`src/rtl/proc_control_fsm.sv`:
```
// Multi-cycle control FSM for the 8-register processor: latches IR in T0, walks T1..T3, decodes strobes.
// Optional PROC_CTRL_PERF_EN adds a 16-bit retired-instruction counter port (instr_count).
module proc_control_fsm #(
    parameter int SEL_W = 3,
    parameter int OPC_W = 3,
    localparam int IR_W = OPC_W + 2 * SEL_W
) (
    input  logic             Clock,
    input  logic             Reset,
    input  logic             Run,
    input  logic [IR_W-1:0]  DIN,
    output logic [SEL_W-1:0] rout_sel,
    output logic             rout_en,
    output logic [SEL_W-1:0] rin_sel,
    output logic             rin_en,
    output logic             DINout,
    output logic             Ain,
    output logic             Gin,
    output logic             Gout,
    output logic             AddSub,
`ifdef PROC_CTRL_PERF_EN
    output logic             Done,
    output logic [15:0]      instr_count
`else
    output logic             Done
`endif
);

    typedef enum logic [1:0] {T0, T1, T2, T3} state_t;

    localparam logic [OPC_W-1:0] OP_MV  = OPC_W'(0);
    localparam logic [OPC_W-1:0] OP_MVI = OPC_W'(1);
    localparam logic [OPC_W-1:0] OP_ADD = OPC_W'(2);
    localparam logic [OPC_W-1:0] OP_SUB = OPC_W'(3);

    state_t            state_q, state_d;
    logic [IR_W-1:0]   ir_q, ir_d;
    logic [OPC_W-1:0]  opc;
    logic [SEL_W-1:0]  rx, ry;
    logic              is_alu;

    assign opc    = ir_q[IR_W-1 -: OPC_W];
    assign rx     = ir_q[2*SEL_W-1 -: SEL_W];
    assign ry     = ir_q[SEL_W-1:0];
    assign is_alu = (opc == OP_ADD) || (opc == OP_SUB);

    always_ff @(posedge Clock or posedge Reset) begin
        if (Reset) begin
            state_q <= T0;
            ir_q    <= '0;
        end else begin
            state_q <= state_d;
            ir_q    <= ir_d;
        end
    end

    always_comb begin
        state_d  = state_q;
        ir_d     = ir_q;
        rout_sel = '0;
        rout_en  = 1'b0;
        rin_sel  = '0;
        rin_en   = 1'b0;
        DINout   = 1'b0;
        Ain      = 1'b0;
        Gin      = 1'b0;
        Gout     = 1'b0;
        AddSub   = 1'b0;
        Done     = 1'b0;
        case (state_q)
            T0: begin
                // Run/DIN are only looked at here, so mid-instruction changes are harmless
                if (Run) begin
                    ir_d    = DIN;
                    state_d = T1;
                end
            end
            T1: begin
                case (opc)
                    OP_MV: begin
                        rout_sel = ry;
                        rout_en  = 1'b1;
                        rin_sel  = rx;
                        rin_en   = 1'b1;
                        Done     = 1'b1;
                    end
                    OP_MVI: begin
                        DINout  = 1'b1;
                        rin_sel = rx;
                        rin_en  = 1'b1;
                        Done    = 1'b1;
                    end
                    OP_ADD, OP_SUB: begin
                        rout_sel = rx;
                        rout_en  = 1'b1;
                        Ain      = 1'b1;
                        state_d  = T2;
                    end
                    default: Done = 1'b1;
                endcase
            end
            T2: begin
                if (is_alu) begin
                    rout_sel = ry;
                    rout_en  = 1'b1;
                    Gin      = 1'b1;
                    AddSub   = (opc == OP_SUB);
                    state_d  = T3;
                end else begin
                    state_d = T0;
                end
            end
            T3: begin
                if (is_alu) begin
                    Gout    = 1'b1;
                    rin_sel = rx;
                    rin_en  = 1'b1;
                    Done    = 1'b1;
                end else begin
                    state_d = T0;
                end
            end
            default: state_d = T0;
        endcase
        if (Done)
            state_d = T0;
    end

`ifdef PROC_CTRL_PERF_EN
    logic [15:0] instr_count_q, instr_count_d;

    always_comb begin
        instr_count_d = instr_count_q + {15'd0, Done};
    end

    always_ff @(posedge Clock or posedge Reset) begin
        if (Reset)
            instr_count_q <= '0;
        else
            instr_count_q <= instr_count_d;
    end

    assign instr_count = instr_count_q;
`endif

endmodule

```
`config.mk`:
```
export PLATFORM = sky130hd
export DESIGN_NAME = proc_control_fsm
export DESIGN_NICKNAME = d
export VERILOG_FILES = /design/src/rtl/proc_control_fsm.sv
export SDC_FILE = /design/constraint.sdc
export NUM_CORES = 1
export LEC_CHECK = 0
export CAP_MARGIN = 20
export CORE_MARGIN = 10
export CORE_UTILIZATION = 42
export DETAILED_ROUTE_END_ITERATION = 10
export GPL_TIMING_DRIVEN = 0
export MAX_ROUTING_LAYER = met4
export PLACE_DENSITY_LB_ADDON = 0.1
export SETUP_SLACK_MARGIN = 0.4
export SLEW_MARGIN = 0
export SYNTH_ARGS = -nofsm -noshare
export SYNTH_HDL_FRONTEND = slang
export SYNTH_SLANG_ARGS = --single-unit
```
`constraint.sdc`:
```
create_clock -name Clock -period 1.8 [get_ports Clock]
set_input_delay 0.18 -clock Clock [delete_from_list [all_inputs] [get_ports Clock]]
set_output_delay 0.18 -clock Clock [all_outputs]
set_load 0.1 [all_outputs]
```
==> results of run 1 <==
[repair_timing]
| item | in CTS |
|---|---|
| hold buffers | 0 |
| gates resized for setup | 144 |
| pin swaps | 6 |
| setup endpoints to repair | 23 |
| buffers inserted | 15 |
[through the flow]
| step | hold slack [ns] | instance area [µm²] | util, % | setup slack [ns] |
|---|---|---|---|---|
| after floorplan | 0.03230 | 762.0 | - | -0.09860 |
| after global placement | 0.4953 | 1032 | 68.52 | -0.9964 |
| after detailed placement | 0.5072 | 1032 | 68.52 | -1.022 |
| after CTS | 0.2101 | 1399 | 92.86 | -0.2579 |
[logic make-up after synthesis]
group,synth area share [%]
buffers and inverters,2.825
multiplexers,19.02
AND/OR/NAND/NOR,16.01
adder cells (fa/ha/maj),9.416
AO/OA/AOI/OAI,11.30
flip-flops,41.43
==> impl_results.md, run 1 <==
- Outcome: aborted with a tool error
- Post-Syn Area per Cell: about 11 µm²
- Top post-synthesis cells by area: dfrtp_1, mux2_2, ha_1
- Post-synth top area cell: dfrtp_1
- Largest net degree at the start of global routing: 12
- Cts bufs inserted: 3
- Async set-or-reset flop fraction in the synthesized netlist: 100.0%
- Core Rows: 14
- Worst End Pin Type: top-level output
- GPL Wtd Cong: between 0.7 and 0.8
- Num ports: 26
- CTS sink cnt: 11
- Port Buf Inserts: 25
- Distinct cells, synth: 21
- Sequential area share after synthesis: 41.43%
- Synth Flop Type: dfrtp_1
- GR repair worst EP: rout_sel[1]
- Synth Instances: slightly below 60
- Post-synth top cells: dfrtp_1, mux2_2, ha_1, inv_1, and2_1
- Initial Util: between 40% and 50%
- DIE WIDTH: approximately 60 µm
- EDFF count, synth: 0
- CTS H-Tree Depth: 1
- Tool Error: [ERROR DPL-0033] detailed placement checks failed during check placement.
- Synthesized area: 664.4 µm²
- DP HPWL: ~1300 µm
- Synthesized flop and latch total: 11
- Bufs on Longest Clock Path: 2
- Chip height: approximately 60 µm
- CTS Root Cell: clkbuf_4
- Mapped Nets: 76
- Share of the synthesized area in the top cell type: approximately two fifths
- Ys Warns: 0
- Placed insts: 100
- Failed at: 5_1_grt
- Most common cell in the netlist: dfrtp_1
- Initial antenna violation count: 0
==> run 2, diff against run 1 <==
CORE_AREA = 10 10 71 73   (was not set)
CORE_MARGIN = not set   (was 10)
CORE_UTILIZATION = not set   (was 42)
DIE_AREA = 0 0 81 83   (was not set)
MAX_ROUTING_LAYER = not set   (was met4)
PLACE_DENSITY_LB_ADDON = 0.15   (was 0.1)
SETUP_SLACK_MARGIN = not set   (was 0.4)
==> impl_results.md, run 2 <==
- Outcome: finished with violations
- Failing checks: setup timing
- Port Buf Inserts: 25
- Slew HR: just under 70%
- Regs by FF count: ir_q (9), state_q (2)
- Clock latency on the worst-skew pair: between 0.2 and 0.25 ns
- Crit path kind: register to output port
- Die ar.: about 6700 µm²
- Synthesized area: between 600 and 700 µm²
- Max Clock Skew: between 0.0003 and 0.0004 ns
- EDFF count, synth: 0
- Share of layout cells above drive strength 1: between 50% and 60%
- Unrepaired setup endpoints after global routing: yes
- Post-cts hold buffer count: 0
- Largest net degree at the start of global routing: 12
- Chip height: 83 µm
- CTS Root Cell: clkbuf_8
- GRT Total Usage: ~5.7%
- Bufs on Longest Clock Path: 2
- Post-synth top area cell: dfrtp_1
- CTS tree: built
- FF-to-FF End: ir_q[6]$_DFFE_PP0P_
- Antenna viol nets, final: 0
- Top post-synthesis cells by area: dfrtp_1, mux2_2, ha_1
- Ys Warns: 0
- Vias: between 500 and 600
- Most frequent cells in the layout: clkdlybuf4s50_1, mux2_2, dfrtp_1, buf_4, buf_12
- Post-synth top cells: dfrtp_1, mux2_2, ha_1, inv_1, and2_1
- Type of origin of the critical path: register
- Worst slew pin tran: approximately 0.49 ns
- Synthesized flop and latch total: 11
- DIE WIDTH: ~81 µm
- WL/cell: between 10 and 15 µm
- DP HPWL: approximately 1400 µm
- First-pass GRT wire length: 3001 µm
- CTS H-Tree Depth: 1
- Synth-to-Final Area Change: 80.79%
- Initial antenna violation count: 0
- Reg2reg start: state_q[1]$_DFFE_PP0P_
- # nets final: 111
- Final Slew Violations: 0
- Synth Flop Type: dfrtp_1
- Sequential area share after synthesis: between 40 and 50%
- TNS Setup: -0.5157 ns
- Biggest register: ir_q
- Vias per cell: between 3 and 4
- Capture point of the critical path: rout_sel[2]
- Max-cap violation count: 0
- Leading cell type in the layout, fill and taps excluded: clkdlybuf4s50_1
- Crit Path Max Fanout: 3
- Max reg flops: 9
- R2R setup slack: between 0.2 and 0.25 ns
- # setup viols final: 5
- Most common cell in the netlist: dfrtp_1
- Share of the synthesized area in the top cell type: roughly two fifths
- Drt first pass iters: 4
- Grt ovf: 0
- Worst Path Arrival: 1.78 ns
- Max frequency: 510.5 MHz
- Cts bufs inserted: 3
- Type of element capturing the critical path: output port
- Vias in the first global route: 645
- Clock transition at the registers of the reported paths: roughly 0.050 ns
- Post-Syn Area per Cell: roughly 11 µm²
- GPL Wtd Cong: a little under 0.7
- Async set-or-reset flop fraction in the synthesized netlist: 100.0%
- Crit path time final: 1.959 ns
- Mapped Nets: 76
- Final core area utilization: 33.06%
- Initial Util: between 10% and 20%
- Period Utilization, post-route: 108.8%
- Core ar.: approximately 3600 µm²
- WHS: 0.2556 ns
- Length in cells of the worst reg-to-reg path: 5
- Distinct cells, synth: 21
- CTS sink cnt: 11
- Residual DRC: 0
- Num ports: 26
- DP Worst Slack: -1.060 ns
- Antenna cells: 0
- Synth Instances: between 50 and 60
- DR iter-0 viols: 13
- Setup ws final: -0.1587 ns
- HP Class: input pin to asynchronous set/reset pin
- Worst Setup SP: state_q[1]$_DFFE_PP0P_
- Final Hold Fails: 0
- Core Rows: 22
- Post-Route WL: between 1500 and 2000 µm
- WP data required: approximately 1.6 ns
run 2: cell counts after synthesis:
Identical to the previous run, type by type.
run 2: layout make-up:
| type | count | area, µm² |
|---|---|---|
| sequential | 11 | 277.8 |
| timing repair buffer | 30 | 329.1 |
| fill | 391 | 2432 |
| tap | 48 | 60.06 |
| clock buffer | 4 | 45.04 |
| inverter | 5 | 18.77 |
| multi-input combinational | 43 | 470.5 |
run 2: per-stage QoR:
step / instances / cell area [µm²]
floorplan: 59 / 744.5
global placement: 132 / 1055
detailed placement: 132 / 1055
CTS: 140 / 1157
global route: 141 / 1201
finish: 141 / 1201
run 2: per-layer routing:
layer	vias up	part of all wire, %	track usage (%)
met1	244	44	6.017
met4	0	0.65	3.599
met3	2	14	3.987
met5	-	0	0
met2	23	42	7.925
li1	273	-	-
run 2: kinds of logic after synthesis:
| kind of cell | after synthesis | share of synthesized area, % |
|---|---|---|
| simple gates | 17 | 16.01 |
| mux | 11 | 19.02 |
| flops | 11 | 41.43 |
| compound gates | 10 | 11.30 |
| buf+inv | 5 | 2.825 |
| fa+ha+maj | 5 | 9.416 |
run 2: worst max-delay path, cell delays in order (launching register included):
cell and delay, ns:
dfrtp_1 0.38, inv_2 0.06, buf_4 0.13, ha_1 0.31, and3_2 0.26, a22o_4 0.23
buf_12 0.16
run 2: worst min path at each step:
stage	endpoint	cells past startpoint
after floorplan	ir_q[0]$_DFFE_PP0P_	1
after global placement	ir_q[1]$_DFFE_PP0P_	1
after detailed placement	ir_q[6]$_DFFE_PP0P_	1
after CTS	ir_q[2]$_DFFE_PP0P_	2
after global routing	state_q[1]$_DFFE_PP0P_	2
final	ir_q[4]$_DFFE_PP0P_	2
run 2: timing repair:
action / CTS / global route
gates resized for setup: 97 / 13
setup buffers: 4 / 2
pin swaps: 4 / 2
endpoints found under the setup margin: 14 / 10
Power of run 2 is not shown: default switching activity piles up to over one toggle a cycle in this logic, so the estimate is an artifact.
==> run 3, diff against run 2 <==
CELL_PAD_IN_SITES_DETAIL_PLACEMENT = 0   (was not set)
CELL_PAD_IN_SITES_GLOBAL_PLACEMENT = 1   (was not set)
==> impl_results.md, run 3 (synthesized netlist as in run 2, its figures left out) <==
- Outcome: finished with violations
- Failing checks: setup timing
- Max Clock Skew: about 0.0020 ns
- # nets final: roughly 120
- Period Utilization, post-route: 106.4%
- Synth-to-Final Area Change: 89.64%
- DP Worst Slack: -1.044 ns
- Vias per cell: 3.897
- Final core area utilization: about a third
- Type of origin of the critical path: register
- Final Slew Violations: 0
- Core ar.: about 3600 µm²
- Final Hold Fails: 0
- Chip height: 83 µm
- DIE WIDTH: ~81 µm
- Crit path time final: roughly 1.9 ns
- Post-Route WL: 1909 µm
- Max reg flops: 9
- Worst path bufs/invs: 2
- Worst Path Arrival: roughly 1.7 ns
- Grt ovf: 0
- WL/cell: between 10 and 15 µm
- Drt first pass iters: 3
- Most frequent cells in the layout: buf_4, clkdlybuf4s50_1, mux2_2, dfrtp_1, buf_12
- Residual DRC: 0
- Top delay family on crit path: flip-flops
- FF/Latch Area: roughly 280 µm²
- Crit path kind: register to output port
- Antenna cells: 0
- Fill cells: 400
- Bufs on Longest Clock Path: 2
- Slowest CP cell: dfrtp_1
- DR iter-0 viols: 44
- Largest net degree at the start of global routing: 12
- DP HPWL: 1471 µm
- Core Rows: 22
- CTS Root Cell: clkbuf_8
- Max frequency: between 500 and 600 MHz
- CTS sink cnt: 11
- CTS H-Tree Depth: 1
- Clock latency on the worst-skew pair: 0.23 ns
- Setup ws final: -0.1147 ns
- HP Class: input pin to asynchronous set/reset pin
- Vias in the first global route: ~620
- GRT Total Usage: around 5.8%
- Cts bufs inserted: 3
- CP Cell Sequence: inv_2 > ha_4 > or3b_4 > a21oi_4 > a22o_4 > buf_12
- Die ar.: 6723 µm²
- WP data required: around 1.6 ns
- Slew HR: 67.56%
- Leading cell type in the layout, fill and taps excluded: buf_4
- Initial Util: 18.29%
- Max-cap violation count: 0
- Initial antenna violation count: 0
- Unrepaired setup endpoints after global routing: yes
- # setup viols final: 6
- Vias: between 500 and 600
- First-pass GRT wire length: 3091 µm
- Worst slew pin tran: about 0.49 ns
- Port Buf Inserts: 25
- Footprint of the multi-input gates: ~480 µm²
- Post-cts hold buffer count: 0
- Regs by FF count: ir_q (9), state_q (2)
- GPL Wtd Cong: between 0.6 and 0.7
- Share of layout cells above drive strength 1: about three fifths
- Clock transition at the registers of the reported paths: approximately 0.050 ns
- Crit Path Max Fanout: 3
- CTS tree: built
- Type of element capturing the critical path: output port
- Num ports: 26
- Biggest register: ir_q
- Slowest Stage Delay on Critical Path: between 0.3 and 0.4 ns
- Antenna viol nets, final: 0
run 3: cell count changes in the layout (fill, tap and decap cells not counted), sizes merged:
cell    change
buf         +3
clkbuf      +1
run 3: final timing paths:
path	start	endpoint	slack [ns]	depth (start not counted)
hold / removal	Reset	ir_q[6]$_DFFE_PP0P_	0.25	2
setup reg to reg	state_q[0]$_DFFE_PP0P_	state_q[1]$_DFFE_PP0P_	0.13	6
setup / recovery	state_q[1]$_DFFE_PP0P_	rout_sel[2]	-0.11	6
max in group asynchronous	Reset	state_q[0]$_DFFE_PP0P_	1.21	2
min in group Clock	ir_q[2]$_DFFE_PP0P_	ir_q[2]$_DFFE_PP0P_	0.54	1
hold reg to reg	ir_q[2]$_DFFE_PP0P_	ir_q[2]$_DFFE_PP0P_	0.54	1
run 3: per-layer routing:
| layer | vias to the layer above | GRT usage, % | wire length (µm) |
|---|---|---|---|
| met5 | - | 0 | 0 |
| met4 | 0 | 2.347 | 9 |
| met3 | 2 | 3.556 | 233 |
| met2 | 21 | 7.925 | 806 |
| met1 | 260 | 7.072 | 860 |
| li1 | 282 | - | - |
run 3: cell type report:
| class | count | share of cell area, % |
|---|---|---|
| timing repair buffer | 34 | 29.79 |
| multi-input combinational | 43 | 38.33 |
| inverter | 5 | 1.490 |
| sequential | 11 | 22.05 |
| tap | 48 | 4.767 |
| clock buffer | 4 | 3.575 |
run 3: timing repair:
item	4_1_cts	5_1_grt
pin swaps	4	1
setup buffers	5	4
endpoints found under the setup margin	14	9
resized for setup	101	15
run 3: worst register-to-register path, delay by kind of cell, from the launching register on:
| kind | cells | cell delay (ns) |
|---|---|---|
| adders and majority gates | 1 | 0.18 |
| muxes | 1 | 0.28 |
| buffers and inverters | 3 | 0.41 |
| AOI/OAI and AO/OA | 1 | 0.24 |
| DFF | 1 | 0.45 |
run 3: metrics by stage:
| step | area [µm²] | hold slack [ns] | TNS, ns | cells |
|---|---|---|---|---|
| finish | 1260 | 0.2509 | -0.5248 | 145 |
| floorplan | 744.5 | 0.03244 | -0.6050 | 59 |
| CTS | 1175 | 0.2637 | -0.5397 | 141 |
| detailed placement | 1055 | 0.5136 | -8.900 | 132 |
| global placement | 1055 | 0.5143 | -8.877 | 132 |
| global route | 1260 | 0.3047 | -0.9795 | 145 |
Power of run 3 is left out for the same reason.
